## config.mk

```make
export PLATFORM = sky130hd
export DESIGN_NAME = kmc_npr_responder
export DESIGN_NICKNAME = d
export VERILOG_FILES = /design/src/rtl/kmc_npr_responder.sv
export SDC_FILE = /design/constraint.sdc
export NUM_CORES = 1
export LEC_CHECK = 0
export ABC_AREA = 1
export BUFFER_PORTS_ARGS = -buffer_cell sky130_fd_sc_hd__buf_2
export CAP_MARGIN = 20
export CELL_PAD_IN_SITES_DETAIL_PLACEMENT = 0
export CELL_PAD_IN_SITES_GLOBAL_PLACEMENT = 1
export CORE_AREA = 2 2 93 95
export DETAILED_ROUTE_END_ITERATION = 10
export DIE_AREA = 0 0 95 97
export GPL_ROUTABILITY_DRIVEN = 0
export PLACE_DENSITY_LB_ADDON = 0.05
export REMOVE_ABC_BUFFERS = 1
export SLEW_MARGIN = 30
export SYNTH_ARGS = -nofsm -noshare
export SYNTH_HDL_FRONTEND = slang
export SYNTH_SLANG_ARGS = --single-unit
export TNS_END_PERCENT = 5
```

## constraint.sdc

```tcl
create_clock -name clk -period 2.72 [get_ports clk]
set_input_delay 0.272 -clock clk [delete_from_list [all_inputs] [get_ports clk]]
set_output_delay 0.272 -clock clk [all_outputs]
set_load 0.02 [all_outputs]
```

## src/rtl/kmc_npr_responder.sv

```systemverilog
// kmc_npr_responder: memory-side responder for KMC11 NPR (DMA) requests.
// Runs one word/byte memory cycle per device request; a memory cycle that
// times out pulses nxmERR and withholds devACKO so the requester sees NXM.
module kmc_npr_responder #(
  parameter int unsigned TIMEOUT = 100,
  parameter int unsigned AW      = 18
) (
  input  logic          clk,
  input  logic          rst,
  input  logic          devREQI,
  input  logic          devWRI,
  input  logic          devBYTEI,
  input  logic [AW-1:0] devADDRI,
  input  logic [15:0]   devDATAI,
  output logic          devACKO,
  output logic [15:0]   devDATAO,
  output logic          memREQO,
  output logic          memWRO,
  output logic [AW-1:0] memADDRO,
  output logic [1:0]    memBEO,
  output logic [15:0]   memDATAO,
  input  logic [15:0]   memDATAI,
  input  logic          memACKI,
  output logic          nxmERR,
  output logic          busy
);

  localparam logic [11:0] TMO = 12'(TIMEOUT);

  typedef enum logic [1:0] {IDLE, MEM, ACK, REL} state_t;

  state_t        state, state_d;
  logic [11:0]   timer, timer_d;
  logic          acko_d, req_d, wr_d, nxm_d;
  logic [AW-1:0] addr_d;
  logic [1:0]    be_d;
  logic [15:0]   wdata_d, rdata_d;

  assign busy = (state != IDLE);

  // Every output is registered; this block only computes next values.
  always_comb begin
    state_d = state;
    timer_d = timer;
    acko_d  = devACKO;
    req_d   = memREQO;
    wr_d    = memWRO;
    addr_d  = memADDRO;
    be_d    = memBEO;
    wdata_d = memDATAO;
    rdata_d = devDATAO;
    nxm_d   = nxmERR;
    case (state)
      IDLE: begin
        if (devREQI) begin
          req_d   = 1'b1;
          wr_d    = devWRI;
          addr_d  = {devADDRI[AW-1:1], 1'b0};
          be_d    = devBYTEI ? (devADDRI[0] ? 2'b10 : 2'b01) : 2'b11;
          wdata_d = devDATAI;
          timer_d = TMO;
          state_d = MEM;
        end
      end
      MEM: begin
        if (memACKI) begin
          req_d   = 1'b0;
          wr_d    = 1'b0;
          if (!memWRO) rdata_d = memDATAI;
          acko_d  = 1'b1;
          state_d = ACK;
        end else if (timer != '0) begin
          timer_d = timer - 12'd1;
        end else begin
          req_d   = 1'b0;
          wr_d    = 1'b0;
          nxm_d   = 1'b1;
          state_d = REL;
        end
      end
      ACK: begin
        acko_d  = 1'b0;
        state_d = REL;
      end
      REL: begin
        nxm_d = 1'b0;
        if (!devREQI) state_d = IDLE;
      end
      default: state_d = IDLE;
    endcase
  end

  // State and output registers; reset aborts any cycle in progress.
  always_ff @(posedge clk or negedge rst) begin
    if (!rst) begin
      state    <= IDLE;
      timer    <= TMO;
      devACKO  <= 1'b0;
      devDATAO <= '0;
      memREQO  <= 1'b0;
      memWRO   <= 1'b0;
      memADDRO <= '0;
      memBEO   <= '0;
      memDATAO <= '0;
      nxmERR   <= 1'b0;
    end else begin
      state    <= state_d;
      timer    <= timer_d;
      devACKO  <= acko_d;
      devDATAO <= rdata_d;
      memREQO  <= req_d;
      memWRO   <= wr_d;
      memADDRO <= addr_d;
      memBEO   <= be_d;
      memDATAO <= wdata_d;
      nxmERR   <= nxm_d;
    end
  end

endmodule

```

==> results of run 1 <==
## Yosys cell counts (all sizes together)
cell type  instances  area (sq um)
a31oi              2          12.5
nand4              2          12.5
conb               1          3.75
mux2              16           218
xor2               1          8.76
nand2            158           593
or2                2          12.5
nor2              24          92.6
and2               1          6.26
inv               26          97.6
o21bai             3          22.5
buf                8          53.8
ha                 6          75.1
a21oi              1          5.00
nor3               1          5.00
dfstp              3          78.8
o21ai             15          75.1
o211ai             1          7.51
dfrtp             66          1650
nand3             19          95.1
clkbuf             4          15.0
## metal layers
metal  routed length [um]  global-route usage (%)
met3                  426                    4.75
met1                 3220                    21.3
met5                    0                       0
met4                  104                    6.80
met2                 3730                    28.1
## where the power goes
group | internal [uW] | total [uW] | switching [uW]
Sequential | 1510 | 1800 | 292
Combinational | 879 | 2380 | 1500
Clock | 550 | 975 | 426
Total | 2940 | 5160 | 2220
## area by class of cell
class                           count  area (sq um)  share of cell area (%)
Clock buffer                       10           138                    3.42
Tap cell                          105           131                    3.26
Sequential cell                    69          1730                    43.0
Multi-Input combinational cell    253          1240                    30.9
Timing Repair Buffer              116           593                    14.7
Clock inverter                      6          93.8                    2.33
Inverter                           26          97.6                    2.42
## per-stage QoR
step | cell area (sq um) | utilization (%) | hold WS [ns] | std cells
floorplan | 3070 | - | -0.0236 | 348
global placement | 3800 | 46.7 | 0.422 | 569
detailed placement | 3800 | 46.7 | 0.421 | 569
CTS | 4030 | 49.5 | 0.0367 | 585
global route | 4030 | 49.5 | 0.0718 | 585
finish | 4030 | 49.5 | 0.0123 | 585
## critical path, stage by stage (launching register included)
cell     delay (ns)
dfrtp_1        0.41
inv_1          0.08
ha_1           0.27
nand2_1        0.12
or2_1          0.66
mux2_2         0.41
## registers in the layout, indices dropped and copies added, names as in the netlist
| register | count |
|---|---|
| timer | 12 |
| nxmERR | 1 |
| memDATAO | 16 |
| memREQO | 1 |
| memADDRO | 17 |
| memBEO | 2 |
| devACKO | 1 |
| state | 2 |
| memWRO | 1 |
| devDATAO | 16 |
## cells by family (layout without fill, tap and decap cells)
logic type / count (synthesis) / count (layout)
simple gates: 207 / 207
flops: 69 / 69
buf+inv: 38 / 158
compound gates: 22 / 22
mux: 16 / 16
fa+ha+maj: 6 / 6
other cells: 1 / 1
xor+xnor: 1 / 1
## final timing paths
kind / startpoint / to / slack (ns) / cells after the start
setup / recovery: state[1] / devDATAO[15] / 0.64 / 5
hold / removal: rst / memDATAO[5] / 0.01 / 1
setup reg to reg: state[1] / devDATAO[15] / 0.64 / 5
hold reg to reg: memADDRO[9] / memADDRO[9] / 0.48 / 2
max in group asynchronous: rst / memDATAO[7] / 1.91 / 2
min in group clk: devDATAI[13] / memDATAO[13] / 0.12 / 3
==> impl_results.md, run 1 <==
- Mapped Area: 3140 sq um
- N_diodes: 0
- Maximum clock frequency: 0.480 GHz
- Power Dens Cells: 1280 nW/um^2
- Critical path type: register to register
- Drt via density: 4.55
- Clock sink count: 69
- Tot GR Track Use: 17.2%
- Leakage Power: 0.00227 uW
- Gr ovfl total: 0
- Initial antenna violation count: 0
- TritonRoute pass-1 iters: 4
- Worst IR Drop VDD: 0.000516 V
- Commonest cells after routing, fill and taps aside: nand2_1, buf_2, dfrtp_1, inv_1, nor2_1
- Final nets: 537
- Unrepaired setup endpoints after global routing: false
- Layout Skew: 0.00953 ns
- Post-Route Setup TNS: 0 ns
- Max-Cap Viols: 0
- Setup WS pre-CTS: 0.615 ns
- Synth Warn #: 0
- Clock-pin slew on the worst setup and hold paths: 0.08 ns
- Period Utilization, post-route: 76.6%
- Setup ws final: 0.637 ns
- Cells after Synth: 360
- Routed WL: 7470 um
- Post-DRT Antenna Nets: 0
- DR vias: 2659
- Yosys cell types: 28
- Largest net degree at the start of global routing: 38
- Initial core utilization: 38.6%
- Row count: 33
- Synth Area in XOR/XNOR: 0.279%
- Area grow syn2layout: 28.2%
- Commonest non-fill, non-tap cell in the layout: nand2_1
- Fin crit period: 2.08 ns
- Worst EP required: 2.94 ns
- Status: finished, final reports clean
- CP startpoint kind: register
- Register area share after synthesis: 55.1%
- Post-CTS sizing: 0
- Synth Area in Compound Gates: 3.90%
- CTS tree: yes
- Chip height: 97 um
- Full die area: 9220 sq um
- Critical path arrival: 2.31 ns
- Share of layout cells above drive strength 1: 32.1%
- Relative max-transition margin: 44.4%
- CTS buffer count: 9
- CTS Root Cell: clkbuf_8
- Max Buffers Root-to-Sink: 2
- First-pass GRT wire length: 12400 um
- Clock latency on the worst-skew pair: 0.34 ns
- Worst min-delay path class: primary input to asynchronous set/reset pin
- Max-slew violation count: 0
- Final setup fails: 0
- Simple-Gate Fraction of Synth Area: 26.0%
- Hold buffers post-CTS: 0
- Largest family of logic cells by synthesized area: simple AND/OR/NAND/NOR gates
- CP max FO: 16
- Iter 0 DRT Violations: 59
- Worst slew pin tran: 0.834 ns
- HPWL after detailed placement: 5410 um
- Critical Path End Type: register
- Vias in the first global route: 2661
- Core footprint: 8130 sq um
- Filler cell count: 788
- Buffers on Ports: 111
- Die Width: 95 um
- Setup bufs post-CTS: 0
- Io pins: 113
- Hold Fails Final Rpt: 0
- Detailed-route wire length per cell: 12.8 um
- Syn_area_per_cell: 8.73 sq um
- # H-tree levels: 3
- Residual DRC: 0
- Post-synthesis register bit count: 69
- Total chip power: 5160 uW
- Multiplexer share of the synthesized area: 6.93%
- Synthesized-area fraction occupied by adder cells: 2.39%
No activity file was read; power rests on OpenSTA's default activity.
==> inputs of run 2 (changes only) <==
--- a/config.mk
+++ b/config.mk
@@ -10,9 +10,9 @@
 export CAP_MARGIN = 20
 export CELL_PAD_IN_SITES_DETAIL_PLACEMENT = 0
 export CELL_PAD_IN_SITES_GLOBAL_PLACEMENT = 1
-export CORE_AREA = 2 2 93 95
+export CORE_AREA = 2 2 97 99
 export DETAILED_ROUTE_END_ITERATION = 10
-export DIE_AREA = 0 0 95 97
+export DIE_AREA = 0 0 99 101
 export GPL_ROUTABILITY_DRIVEN = 0
 export PLACE_DENSITY_LB_ADDON = 0.05
 export REMOVE_ABC_BUFFERS = 1
==> constraint.sdc (replaced) <==
create_clock -name clk -period 2.1 [get_ports clk]
set_input_delay 0.21 -clock clk [delete_from_list [all_inputs] [get_ports clk]]
set_output_delay 0.21 -clock clk [all_outputs]
set_load 0.02 [all_outputs]
==> run 2 against run 1 <==
Against the previous run: clock skew is 0.0021 ns lower; critical endpoint is now timer[9]; via count decreased by 2.9%; sequential power increased by 29%.
==> impl_results.md, run 2 (same netlist as run 1, synthesis figures left out) <==
- Final nets: 539
- Routed WL: 7670 um
- Post-layout util: 45.1%
- Filler cell count: 905
- DR vias: 2582
- Cell count of the worst hold path: 3
- Row count: 35
- CP max stage delay: 0.42 ns
- Leakage Power: 0.00227 uW
- R2r setup slk: 0.42 ns
- CTS Root Cell: clkbuf_8
- Drt via density: 4.35
- Critical Path, Cell by Cell: inv_1 > ha_1 > nand2_1 > and2_1 > nand3_1 > buf_4 > o21ai_0
- CP max FO: 24
- Chip height: 101 um
- Worst min-delay path class: primary input to register
- Critical path arrival: 1.90 ns
- Hold Fails Final Rpt: 0
- CTS tree: yes
- Io pins: 113
- Clock latency on the worst-skew pair: 0.34 ns
- Commonest non-fill, non-tap cell in the layout: nand2_1
- CTS buffer count: 9
- Gr ovfl total: 0
- Fin crit period: 1.68 ns
- TritonRoute pass-1 iters: 4
- Iter 0 DRT Violations: 51
- Layout Skew: 0.00747 ns
- Worst EP required: 2.32 ns
- Max-Cap Viols: 0
- Multi-input logic area: 1240 sq um
- Period Utilization, post-route: 80.2%
- Vias in the first global route: 2611
- # H-tree levels: 3
- Largest regs: memADDRO x17, devDATAO x16, memDATAO x16
- Critical Path End Type: register
- HPWL after detailed placement: 5240 um
- CP top delay family: simple AND/OR/NAND/NOR gates
- Power Dens Cells: 1620 nW/um^2
- First-pass GRT wire length: 12700 um
- Critical path buffers and inverters: 2
- Maximum clock frequency: 0.594 GHz
- Core footprint: 8980 sq um
- Status: finished, final reports clean
- Final setup fails: 0
- Largest net degree at the start of global routing: 70
- Cells on worst reg2reg path: 7
- FF+latch area: 1730 sq um
- Worst path slowest cell: dfrtp_1
- Area grow syn2layout: 28.8%
- Commonest cells after routing, fill and taps aside: nand2_1, buf_2, dfrtp_1, inv_1, nor2_1
- Full die area: 10000 sq um
- Max Buffers Root-to-Sink: 2
- Worst IR Drop VDD: 0.000621 V
- Die Width: 99 um
- Hold slack: 0.0540 ns
- N_diodes: 0
- Post-DRT Antenna Nets: 0
- Unrepaired setup endpoints after global routing: false
- Setup bufs post-CTS: 0
- Max reg flops: 17
- CP startpoint kind: register
- Max-slew violation count: 0
- Initial core utilization: 35.0%
- Post-Route Setup TNS: 0 ns
- Share of layout cells above drive strength 1: 32.0%
- Critical path type: register to register
- Critical path depth: 7
- Buffers on Ports: 111
- Clock-pin slew on the worst setup and hold paths: 0.08 ns
- Residual DRC: 0
- Tot GR Track Use: 16.2%
- Clock sink count: 69
- Initial antenna violation count: 0
- Top reg by flops: memADDRO
- Detailed-route wire length per cell: 12.9 um
## run 2: worst reg2reg max path: stages, from the launching register on
cell and delay, ns:
dfrtp_1 0.42, inv_1 0.12, ha_1 0.23, nand2_1 0.17, and2_1 0.20, nand3_1 0.07
buf_4 0.24, o21ai_0 0.12
## run 2: metal layers
| layer | GRT usage (%) | wire length, um | up-vias |
|---|---|---|---|
| li1 | - | - | 1351 |
| met1 | 20.4 | 3510 | 1157 |
| met2 | 25.5 | 3530 | 65 |
| met3 | 5.83 | 549 | 9 |
| met4 | 5.90 | 85 | 0 |
| met5 | 0 | 0 | - |
## run 2: per-stage QoR
| stage | std cells | setup slack [ns] | power (uW) | instance area [sq um] |
|---|---|---|---|---|
| global placement | 576 | 0.472 | 5480 | 3840 |
| finish | 593 | 0.416 | 6580 | 4050 |
| floorplan | 348 | 0.165 | 4410 | 3070 |
| CTS | 593 | 0.408 | 6680 | 4050 |
| detailed placement | 576 | 0.419 | 5520 | 3840 |
| global route | 593 | 0.263 | 7170 | 4050 |
## run 2: worst paths after layout
kind                               from            to
setup / recovery               state[0]      timer[9]
max in group asynchronous           rst      timer[5]
setup reg to reg               state[0]      timer[9]
min in group asynchronous           rst     timer[10]
hold reg to reg            memADDRO[14]  memADDRO[14]
hold / removal              devADDRI[1]   memADDRO[1]
## run 2: cell type report
type,instances,share of cell area (%)
Sequential cell,69,42.8
Multi-Input combinational cell,253,30.8
Inverter,26,2.41
Timing Repair Buffer,118,15.7
Tap cell,111,3.43
Clock buffer,11,3.49
Clock inverter,5,1.45
## run 2: timing repair
| item | 4_1_cts | 5_1_grt |
|---|---|---|
| hold endpoints to repair | 66 | 0 |
| hold buffers | 1 | 0 |
| gates resized for setup | 0 | 0 |
## run 2: power by group
part / total [uW] / internal [uW] / switching, uW
registers: 2330 / 1960 / 372
clock network: 1110 / 584 / 528
logic: 3130 / 1160 / 1970
